[config.mk]
export PLATFORM = sky130hd
export DESIGN_NAME = bin2bcd_seq
export DESIGN_NICKNAME = d
export VERILOG_FILES = /design/src/rtl/bin2bcd_seq.sv
export SDC_FILE = /design/constraint.sdc
export NUM_CORES = 1
export LEC_CHECK = 0
export CAP_MARGIN = 40
export CORE_ASPECT_RATIO = 0.6
export CORE_UTILIZATION = 50
export DETAILED_ROUTE_END_ITERATION = 12
export GPL_ROUTABILITY_DRIVEN = 0
export PLACE_DENSITY = 0.75
export SYNTH_ARGS = -nofsm -noshare
export SYNTH_HDL_FRONTEND = slang
export SYNTH_SLANG_ARGS = --single-unit
[constraint.sdc]
create_clock -name clk -period 2.26 [get_ports clk]
set_clock_uncertainty 0.15 [all_clocks]
set_input_delay 0.452 -clock clk [delete_from_list [all_inputs] [get_ports clk]]
set_output_delay 0.452 -clock clk [all_outputs]
set_load 0.005 [all_outputs]
[src/rtl/bin2bcd_seq.sv]
// Sequential binary-to-BCD converter (shift-add-3), one iteration per clock.
// Define BIN2BCD_SAT_EN to saturate bcd_out to 16'h9999 on overflow.
module bin2bcd_seq #(
    parameter int BIN_W = 16
) (
    input  logic             clk,
    input  logic             rst_n,
    input  logic             start,
    input  logic [BIN_W-1:0] bin_in,
    output logic             busy,
    output logic             done,
    output logic [15:0]      bcd_out,
    output logic             overflow
);

    // state  | meaning
    // IDLE   | waiting for start; outputs hold last result
    // CONV   | BIN_W shift-add-3 iterations
    // FINISH | publish result, pulse done
    typedef enum logic [1:0] {IDLE, CONV, FINISH} state_t;

    localparam int          WIDE_W = 20 + BIN_W;
    localparam logic [4:0]  LAST   = 5'(BIN_W - 1);

    state_t             state_q, state_d;
    logic [BIN_W-1:0]   shift_q, shift_d;
    logic [19:0]        scratch_q, scratch_d;
    logic [4:0]         cnt_q, cnt_d;
    logic               busy_q, busy_d;
    logic               done_q, done_d;
    logic [15:0]        bcd_q, bcd_d;
    logic               ovf_q, ovf_d;

    logic [19:0]        adj;
    logic [WIDE_W-1:0]  wide;
    logic               ovf_now;

    // Per-digit +3 with no carry between digits.
    always_comb begin
        adj = scratch_q;
        for (int i = 0; i < 5; i++) begin
            if (scratch_q[4*i +: 4] >= 4'd5)
                adj[4*i +: 4] = scratch_q[4*i +: 4] + 4'd3;
        end
    end

    assign wide    = {adj, shift_q} << 1;
    assign ovf_now = (scratch_q[19:16] != 4'd0);

    always_comb begin
        state_d   = state_q;
        shift_d   = shift_q;
        scratch_d = scratch_q;
        cnt_d     = cnt_q;
        busy_d    = busy_q;
        done_d    = 1'b0;
        bcd_d     = bcd_q;
        ovf_d     = ovf_q;
        case (state_q)
            IDLE: begin
                if (start) begin
                    shift_d   = bin_in;
                    scratch_d = 20'h0;
                    cnt_d     = 5'd0;
                    busy_d    = 1'b1;
                    state_d   = CONV;
                end
            end
            CONV: begin
                scratch_d = wide[WIDE_W-1:BIN_W];
                shift_d   = wide[BIN_W-1:0];
                cnt_d     = cnt_q + 5'd1;
                if (cnt_q == LAST)
                    state_d = FINISH;
            end
            FINISH: begin
                ovf_d = ovf_now;
`ifdef BIN2BCD_SAT_EN
                bcd_d = ovf_now ? 16'h9999 : scratch_q[15:0];
`else
                bcd_d = scratch_q[15:0];
`endif
                done_d  = 1'b1;
                busy_d  = 1'b0;
                state_d = IDLE;
            end
            default: state_d = IDLE;
        endcase
    end

    always_ff @(posedge clk or negedge rst_n) begin
        if (!rst_n) begin
            state_q   <= IDLE;
            shift_q   <= '0;
            scratch_q <= 20'h0;
            cnt_q     <= 5'd0;
            busy_q    <= 1'b0;
            done_q    <= 1'b0;
            bcd_q     <= 16'h0000;
            ovf_q     <= 1'b0;
        end else begin
            state_q   <= state_d;
            shift_q   <= shift_d;
            scratch_q <= scratch_d;
            cnt_q     <= cnt_d;
            busy_q    <= busy_d;
            done_q    <= done_d;
            bcd_q     <= bcd_d;
            ovf_q     <= ovf_d;
        end
    end

    assign busy     = busy_q;
    assign done     = done_q;
    assign bcd_out  = bcd_q;
    assign overflow = ovf_q;

endmodule

==> summary.txt, run 1 <==
Setup path
  – Kind of end point of the critical path: output port
  – Worst path bufs/invs: 1
  – Crit Path Category: reg -> out
  – Arrival time at the worst endpoint: 1.20 ns
  – Req. time, crit path: 1.66 ns
  – Family with the most delay on the worst path: buffers and inverters
  – Worst setup SP type: flop
  – Crit-path max cell delay: 0.50 ns
  – Worst path slowest cell: clkdlybuf4s50_1
  – CP Cell Sequence: clkdlybuf4s50_1
  – Crit path max fanout: 2

Flow run
  – Maxcap violations: 0

Timing
  – Relative max-transition margin: 54.3%
  – Final Hold Viols: 0
  – RSZ-0062 raised after global routing: false
  – Setup violators final: 0
  – Max frequency: 555 MHz
  – Crit path time final: 1.80 ns
  – Fin crit share: 79.7%
  – Setup TNS: 0 ns
  – Worst-margin pin slew: 0.686 ns
  – Max-slew violation count: 0

Route
  – Final wirelength: 5.64 mm
  – Vias per cell: 5.31
  – Initial drt markers: 97
  – # DRC: 0
  – First-pass iteration count of the detailed router: 4
  – Post-DRT Antenna Nets: 0
  – Routed wire per std cell: 13.4 um
  – DR vias: 2230

Floorplanning
  – Die area: 6240 um2
  – Top Ports: 38
  – Initial core utilization: 52.6%
  – Die Height: 61.6 um
  – Core area: 5620 um2
  – Rows: 21
  – DIE WIDTH: 101 um

Clock network
  – Clk pin slew, worst setup/hold paths: 0.06 ns
  – Clk_lat worst skew: 0.34 ns
  – Root Buffer: clkbuf_8
  – Sink Count: 62
  – Htree depth: 3
  – Postcts setup bufs: 0
  – Hold Buf Count CTS: 0
  – Number of buffers created by CTS: 9
  – Post-CTS sizing: 0
  – CTS max path bufs: 2
  – CTS tree: yes

Placed design
  – Placed cells: 406
  – I/O Buffers: 37
  – Post-DP HPWL: 3.74 mm

Synth
  – Cell Area, Synth: 2960 um2
  – Avg Cell Area, Syn: 9.89 um2
  – Post-synthesis net count: 331
  – Number of synthesized flops with an enable pin: 0
  – Post-synthesis async set-or-reset flop share: 100%
  – Top_reg_cell synth: dfrtp_1
  – Sequential fraction of the synthesis area: 52.5%
  – Ys Warns: 0
  – #FFs+latches synth: 62
  – Synthesized instance count: 299
  – Count of cell types in the netlist: 31

GRT
  – Largest net degree at the start of global routing: 41
  – Initial antenna violation count: 0
  – First-pass GRT wire length: 9.55 mm
  – Gr ovfl total: 0
  – Number of global-route vias before repair: 2065
  – Tot GR Track Use: 20.9%

Pwr
  – Pleak: 1.59 nW
  – Pwr/cell area: 1160 nW/um2
  – Peak VDD IR: 0.602 mV

Cells and area
  – Most common cell after layout, fill and taps aside: dfrtp_1
  – Share of layout cells above drive strength 1: 9.41%
  – Nets: 369
  – Layout area overhead: 20.9%
  – Non-filler instance count after layout: 420
  – Commonest non-fill, non-tap cells in the layout: dfrtp_1 (62), nand2_1 (46), o21ai_0 (44)
  – Diode count: 0

Run status
  – Outcome: finished clean

Worst hold path
  – Tightest Hold Check Type: in -> async
==> stage by stage <==
stage	power [mW]	area [um2]	util, %	setup WS [ns]	hold slack (ns)
floorplan	2.83	2960	-	0.717	0.00641
global route	4.53	3580	63.6	0.385	0.0650
finish	4.16	3580	63.6	0.458	0.00462
global placement	3.24	3400	60.5	0.342	0.313
CTS	4.20	3580	63.6	0.450	0.0182
detailed placement	3.31	3400	60.5	0.312	0.318
==> cells by family after synthesis <==
kind of cell,Yosys count,share of synthesized area (%)
buffers and inverters,31,5.20
muxes,8,3.17
and+or+nand+nor,95,15.7
xor gates and xnor gates,8,2.37
AOI/OAI and AO/OA,82,15.5
adders and majority gates,13,5.50
DFF,62,52.5
==> synthesized netlist by cell type, types with 4 or more instances <==
cell type,n,area [um2]
dfrtp_1,62,1550
nand2_1,46,173
o21ai_0,44,220
a21oi_1,23,115
nor3b_1,15,113
inv_1,14,52.6
ha_1,13,163
buf_2,9,45.0
nand3_1,9,45.0
nor2_1,9,33.8
mux2_2,7,78.8
nor3_1,7,35.0
nand2b_1,5,31.3
xnor2_1,5,43.8
clkbuf_1,4,15.0
==> layout make-up <==
type | instances | area [um2]
Clock buffer | 13 | 169
Clock inverter | 1 | 5.00
Fill cell | 489 | 2050
Inverter | 14 | 52.6
Multi-Input combinational cell | 206 | 1250
Sequential cell | 62 | 1550
Tap cell | 80 | 100
Timing Repair Buffer | 44 | 443
==> routing by layer <==
layer  vias to the layer above  GRT usage (%)  wire [um]
met5                         -              0          0
met4                         0           7.87         59
met3                         8           7.83        256
met2                        43           31.2       2370
met1                      1081           28.0       2950
li1                       1098              -          -
==> flip-flops by register name, summed over array words and instances (netlist names) <==
signal / cells
scratch_q: 20
bcd_out: 16
shift_q: 16
cnt_q: 5
state_q: 2
busy: 1
done: 1
overflow: 1
==> power breakdown <==
part | internal [mW] | total, mW | switching, mW
clock | 0.474 | 0.857 | 0.383
sequential | 1.50 | 1.81 | 0.307
combinational | 0.710 | 1.49 | 0.781
total | 2.68 | 4.16 | 1.47
==> path summary, 6_finish.rpt <==
path	startpoint	end	slack, ns	depth (start not counted)
worst min-delay path	rst_n	shift_q[11]	0.005	1
max in group asynchronous	rst_n	bcd_out[7]	1.33	2
min in group clk	bcd_out[0]	bcd_out[0]	0.33	2
worst max-delay path	bcd_out[1]	bcd_out[1]	0.46	1
worst min register to register	bcd_out[0]	bcd_out[0]	0.33	2
worst max register to register	scratch_q[0]	scratch_q[1]	0.54	6
(Power assumes the default switching activity.)
==> run 2, diff against run 1 <==
CORE_UTILIZATION = 49   (was 50)
PLACE_DENSITY = 0.77   (was 0.75)
clock period = 1.4 ns   (was 2.26 ns; I/O delays follow)
==> run 2 against run 1 <==
The run now ends with setup timing left; global-route usage up 7.0 points; combinational power grew to 3.8 times the previous value; clock power increased by 96%; sequential power is 77% higher; clock-buffer cell count fell by 1; non-clock buffer count grew 73; power increased to 2.5 times the previous value.
==> summary.txt, run 2 (synthesized netlist as in run 1, its figures left out) <==
Setup path
  – Req. time, crit path: 1.49 ns (was 1.66 ns)
  – Arrival time at the worst endpoint: 1.72 ns (was 1.20 ns)
  – Family with the most delay on the worst path: flip-flops (was buffers and inverters)
  – Worst path bufs/invs: 1 (unchanged)
  – Worst path slowest cell: dfrtp_2 (was clkdlybuf4s50_1)
  – CP Cell Sequence: inv_2, ha_4, nand2b_4, a21oi_4, xnor2_2, o21ai_2 (was clkdlybuf4s50_1)
  – Worst r2r src: scratch_q[0] (unchanged)
  – Critical path destination: scratch_q[1] (was bcd_out[1])
  – Crit path max fanout: 4 (was 2)
  – Worst setup SP type: flop (unchanged)
  – Kind of end point of the critical path: flop (was output port)
  – Reg-to-reg slack, setup: -0.23 ns (was 0.54 ns)
  – Crit path depth: 6 (was 1)
  – Crit-path max cell delay: 0.46 ns (was 0.50 ns)
  – R2r worst-path depth: 6 (unchanged)
  – Critical R2R Capture: scratch_q[1] (unchanged)
  – Worst Setup SP: scratch_q[0] (was bcd_out[1])
  – Crit Path Category: reg -> reg (was reg -> out)

Run status
  – Failing checks: setup timing
  – Outcome: finished with violations (was finished clean)

Route
  – Routed wire per std cell: 21.8 um (was 13.4 um)
  – Post-DRT Antenna Nets: 0 (unchanged)
  – # DRC: 0 (unchanged)
  – Initial drt markers: 262 (was 97)
  – Vias per cell: 6.08 (was 5.31)
  – DR vias: 3014 (was 2230)
  – Final wirelength: 10.8 mm (was 5.64 mm)
  – First-pass iteration count of the detailed router: 6 (was 4)

Floorplanning
  – Die Height: 62.2 um (was 61.6 um)
  – Rows: 21 (unchanged)
  – Die area: 6360 um2 (was 6240 um2)
  – Initial core utilization: 51.9% (was 52.6%)
  – Top Ports: 38 (unchanged)
  – Core area: 5700 um2 (was 5620 um2)
  – DIE WIDTH: 102 um (was 101 um)

Placed design
  – I/O Buffers: 37 (unchanged)
  – Post-DP HPWL: 4.40 mm (was 3.74 mm)
  – DP Worst Slack: -0.431 ns (was 0.312 ns)

Timing
  – Setup ws final: -0.227 ns (was 0.458 ns)
  – Worst-margin pin slew: 0.487 ns (was 0.686 ns)
  – Max frequency: 615 MHz
  – Crit path time final: 1.63 ns
  – Setup TNS: -4.99 ns (was 0 ns)
  – Fin crit share: 116%
  – Setup violators final: 51 (was 0)
  – Max-slew violation count: 0 (unchanged)
  – Final Hold Viols: 0 (unchanged)
  – Relative max-transition margin: 67.5% (was 54.3%)
  – RSZ-0062 raised after global routing: true (was false)
  – Min Hold Slack: 0.312 ns (was 0.00462 ns)

Clock network
  – Clk pin slew, worst setup/hold paths: 0.08 ns (was 0.06 ns)
  – Sink Count: 62 (unchanged)
  – Number of buffers created by CTS: 9 (unchanged)
  – Root Buffer: clkbuf_8 (unchanged)
  – CTS max path bufs: 2 (unchanged)
  – Htree depth: 3 (unchanged)
  – Clk_lat worst skew: 0.36 ns (was 0.34 ns)
  – CTS tree: yes (unchanged)

Cells and area
  – Most common cell after layout, fill and taps aside: buf_4 (was dfrtp_1)
  – Nets: 443 (was 369)
  – Commonest non-fill, non-tap cells in the layout: buf_4 (59), dfrtp_1 (58), nand2_1 (26) (was dfrtp_1 (62), nand2_1 (46), o21ai_0 (44))
  – Max reg flops: 20 (unchanged)
  – Diode count: 0 (unchanged)
  – Final core occ: 83.4% (was 63.6%)
  – Share of layout cells above drive strength 1: 49.3% (was 9.41%)
  – Largest reg by FF count: scratch_q (unchanged)
  – Layout area overhead: 60.9% (was 20.9%)

Pwr
  – Pwr/cell area: 2200 nW/um2 (was 1160 nW/um2)
  – Peak VDD IR: 1.05 mV (was 0.602 mV)
  – Pleak: 2.21 nW (was 1.59 nW)

Worst hold path
  – Tightest Hold Check Type: in -> async (unchanged)

GRT
  – Number of global-route vias before repair: 2646 (was 2065)
  – Largest net degree at the start of global routing: 63 (was 41)
  – First-pass GRT wire length: 13.2 mm (was 9.55 mm)
  – Tot GR Track Use: 27.9% (was 20.9%)
  – Gr ovfl total: 0 (unchanged)
  – Initial antenna violation count: 0 (unchanged)

Flow run
  – Maxcap violations: 0 (unchanged)
run 2: changes by cell type in the layout (fill, tap and decap cells not counted), sizes merged, moves of 2 or more:
cell / change
clkbuf: +6
clkdlybuf4s50: -20
buf: +72
clkdlybuf4s15: +12
clkinv: +2
run 2: cell type report:
type	instances	area (um2)
clock buffers	12	155
clock inverters	4	45.0
fillers	265	946
inverters	14	56.3
multi-input cells	207	1750
flip-flops and latches	62	1560
well taps	80	100
repair buffers	117	1090
run 2: timing repair:
item / CTS / global route
setup buffers: 18 / 12
endpoints found under the setup margin: 71 / 59
gates resized for setup: 89 / 122
hold buffers: 1 / 0
gates cloned: 3 / 1
hold endpoints to repair: 62 / 0
pin swaps: 14 / 35
run 2: worst min path at each step:
stage	cells after the start	from	slack, ns	to
after floorplan	0	rst_n	-0.17	bcd_out[0]
after global placement	2	rst_n	0.16	done
after detailed placement	2	rst_n	0.17	done
after CTS	1	overflow	0.33	overflow
after global routing	1	overflow	0.35	overflow
final	3	rst_n	0.31	bcd_out[12]
run 2: metal layers:
layer,up-vias,GRT usage [%],part of all wire (%)
li1,1259,-,-
met1,1483,37.7,40
met2,211,44.3,48
met3,61,6.87,8.1
met4,0,8.39,4.3
met5,-,0,0
run 2: power breakdown:
part	internal (mW)	switching (mW)	total (mW)
Clock	0.912	0.765	1.68
Sequential	2.42	0.774	3.20
Combinational	2.91	2.68	5.59
run 2: through the flow:
step	cell area (um2)	cells	power, mW
global route	4760	496	10.9
global placement	3740	445	6.10
finish	4760	496	10.5
detailed placement	3740	445	6.26
floorplan	3010	299	4.76
CTS	4310	483	8.63
run 2: worst reg2reg max path, delay by kind of cell (launching register included):
kind / cells / cell delay, ns
adders and majority gates: 1 / 0.18
xor gates and xnor gates: 1 / 0.17
AOI/OAI and AO/OA: 2 / 0.35
and+or+nand+nor: 1 / 0.07
buffers and inverters: 1 / 0.13
DFF: 1 / 0.46
==> run 3, diff against run 2 <==
SKIP_LAST_GASP = 1   (was not set)
==> run 3 against run 2 <==
The run still ends with setup timing left; via count decreased by 2.4%; clock-buffer cell count did not move; final cell count up 1.4%; die area is the same; register-to-register slack worse by 0.03 ns; largest cell class unchanged; sequential share of layout area increased by 0.18 points; worst hold slack gained 0.0077 ns; routed wire length shrank 5.0%; non-clock buffer count increased by 7; critical endpoint is now scratch_q[4]; sequential power is 2% lower; highest routed layer unchanged.
==> summary.txt, run 3 (synthesized netlist as in run 1, its figures left out) <==
Clock network
  – Number of buffers created by CTS: 9 (unchanged)
  – Clk_lat worst skew: 0.35 ns (was 0.36 ns)
  – Clk pin slew, worst setup/hold paths: 0.08 ns (about the same)
  – CTS max path bufs: 2 (unchanged)
  – Sink Count: 62 (unchanged)
  – Htree depth: 3 (unchanged)
  – Root Buffer: clkbuf_8 (unchanged)
  – CTS tree: yes (unchanged)

GRT
  – Gr ovfl total: 0 (unchanged)
  – Initial antenna violation count: 0 (unchanged)
  – Number of global-route vias before repair: 2615 (was 2646)
  – First-pass GRT wire length: 13.1 mm (was 13.2 mm)
  – Tot GR Track Use: 27.7% (was 27.9%)
  – Largest net degree at the start of global routing: 63 (unchanged)

Placed design
  – DP Worst Slack: -0.431 ns (unchanged)
  – I/O Buffers: 37 (unchanged)
  – Post-DP HPWL: 4.40 mm (unchanged)

Cells and area
  – Max reg flops: 20 (unchanged)
  – Largest reg by FF count: scratch_q (unchanged)
  – Nets: 450 (was 443)
  – Share of layout cells above drive strength 1: 48.2% (was 49.3%)
  – Diode count: 0 (unchanged)
  – Most common cell after layout, fill and taps aside: buf_4 (unchanged)
  – Commonest non-fill, non-tap cells in the layout: buf_4 (67), dfrtp_1 (58), nand2_1 (35) (was buf_4 (59), dfrtp_1 (58), nand2_1 (26))
  – Layout area overhead: 60.0% (was 60.9%)

Pwr
  – Pleak: 2.18 nW (was 2.21 nW)
  – Pwr/cell area: 2110 nW/um2 (was 2200 nW/um2)
  – Peak VDD IR: 1.07 mV (was 1.05 mV)
  – Reg power frac: 31.4% (was 30.5%)
  – Clock network power share: 16.3% (was 16.0%)
  – Switching power share of the total: 38.7% (was 40.4%)
  – Comb pwr share: 52.3% (was 53.4%)
  – Internal: 6.12 mW (was 6.24 mW)
  – Switching power: 3.86 mW (was 4.22 mW)

Run status
  – Failing checks: setup timing (unchanged)
  – Outcome: finished with violations (unchanged)

Setup path
  – Arrival time at the worst endpoint: 1.70 ns (was 1.72 ns)
  – Req. time, crit path: 1.45 ns (was 1.49 ns)
  – Worst setup SP type: flop (unchanged)
  – Kind of end point of the critical path: flop (unchanged)
  – Crit Path Category: reg -> reg (unchanged)
  – Crit path max fanout: 4 (unchanged)

Route
  – Post-DRT Antenna Nets: 0 (unchanged)
  – Initial drt markers: 295 (was 262)
  – Wl on met1: 4.02 mm (was 4.31 mm)
  – Routed wire per std cell: 20.4 um (was 21.8 um)
  – DR vias: 2942 (was 3014)
  – Final wirelength: 10.3 mm (was 10.8 mm)
  – Met3 wire length: 961 um (was 872 um)
  – Metal2 WL: 4.73 mm (was 5.14 mm)
  – DR top layer: met4 (unchanged)
  – First-pass iteration count of the detailed router: 6 (unchanged)
  – # DRC: 0 (unchanged)
  – Vias per cell: 5.85 (was 6.08)

Timing
  – Crit path time final: 1.65 ns (was 1.63 ns)
  – Max frequency: 605 MHz (was 615 MHz)
  – Worst-margin pin slew: 0.420 ns (was 0.487 ns)
  – Setup ws final: -0.253 ns (was -0.227 ns)
  – Setup TNS: -5.21 ns (was -4.99 ns)
  – Max-slew violation count: 0 (unchanged)
  – Setup violators final: 59 (was 51)
  – RSZ-0062 raised after global routing: true (unchanged)
  – Relative max-transition margin: 71.8% (was 67.5%)
  – Final Hold Viols: 0 (unchanged)
  – Fin crit share: 118% (was 116%)

Floorplanning
  – Rows: 21 (unchanged)
  – Initial core utilization: 51.9% (unchanged)
  – DIE WIDTH: 102 um (unchanged)
  – Die area: 6360 um2 (unchanged)
  – Die Height: 62.2 um (unchanged)
  – Top Ports: 38 (unchanged)
  – Core area: 5700 um2 (unchanged)

Flow run
  – Maxcap violations: 0 (unchanged)

Worst hold path
  – Tightest Hold Check Type: in -> async (unchanged)
==> run 3: cell count changes in the layout (fill, tap and decap cells not counted), moves of 3 or more <==
| cell | change |
|---|---|
| nand2_1 | +9 |
| a21oi_2 | +3 |
| nand2_4 | -6 |
| o31ai_1 | +3 |
| o311ai_2 | -3 |
| nor3b_2 | +6 |
| o21ai_0 | +5 |
| o21ai_1 | -4 |
| nand2_2 | -3 |
| buf_4 | +8 |
| nor3b_1 | -7 |
==> run 3: critical path, cell delays in order (launching register included) <==
cell and delay (ns):
dfrtp_1 0.40, inv_2 0.12, ha_4 0.13, nand2b_4 0.12, a21oi_4 0.07, buf_4 0.15
o31ai_1 0.36
==> run 3: cell type report <==
class | instances | area (um2)
clock buffers | 12 | 155
clock inverters | 4 | 45.0
fillers | 270 | 972
inverters | 14 | 56.3
multi-input cells | 207 | 1680
flip-flops and latches | 62 | 1560
well taps | 80 | 100
repair buffers | 124 | 1140
==> run 3: power groups by stage <==
stage          logic (mW)  clock network [mW]  registers, mW
2_1_floorplan        1.91                   0           2.85
3_3_place_gp         3.17                   0           2.92
3_5_place_dp         3.31                   0           2.95
4_1_cts              3.95                1.62           2.98
5_1_grt              5.56                1.72           3.17
6_report             5.23                1.63           3.13
==> run 3: routing by layer <==
layer	global-route usage, %	up-vias
met5	1.71	-
met4	8.21	0
met3	8.22	58
met2	43.1	198
met1	37.1	1419
li1	-	1267
==> run 3: path summary, 6_finish.rpt <==
path | from | endpoint | slack [ns] | cells past startpoint
setup reg to reg | scratch_q[1] | scratch_q[4] | -0.25 | 6
hold / removal | rst_n | shift_q[5] | 0.32 | 3
setup / recovery | scratch_q[1] | scratch_q[4] | -0.25 | 6
hold reg to reg | overflow | overflow | 0.33 | 1
max in group asynchronous | rst_n | scratch_q[4] | 0.49 | 3
min in group clk | overflow | overflow | 0.33 | 1
==> run 3: timing repair <==
item | in CTS | in global routing
endpoints found under the setup margin | 71 | 61
setup buffers | 18 | 20
hold endpoints to repair | 62 | 0
resized for setup | 78 | 110
hold buffers | 1 | 0
pin swaps | 14 | 21
cloned | 3 | 1
==> run 3: stage by stage <==
stage | hold WS, ns | instance area [um2] | cells | utilization (%) | power [mW]
5_1_grt | 0.350 | 4730 | 503 | 82.9 | 10.5
3_3_place_gp | 0.163 | 3740 | 445 | 65.7 | 6.10
4_1_cts | 0.331 | 4290 | 483 | 75.2 | 8.54
2_1_floorplan | -0.166 | 3010 | 299 | - | 4.76
6_report | 0.319 | 4730 | 503 | 82.9 | 9.98
3_5_place_dp | 0.165 | 3740 | 445 | 65.7 | 6.26
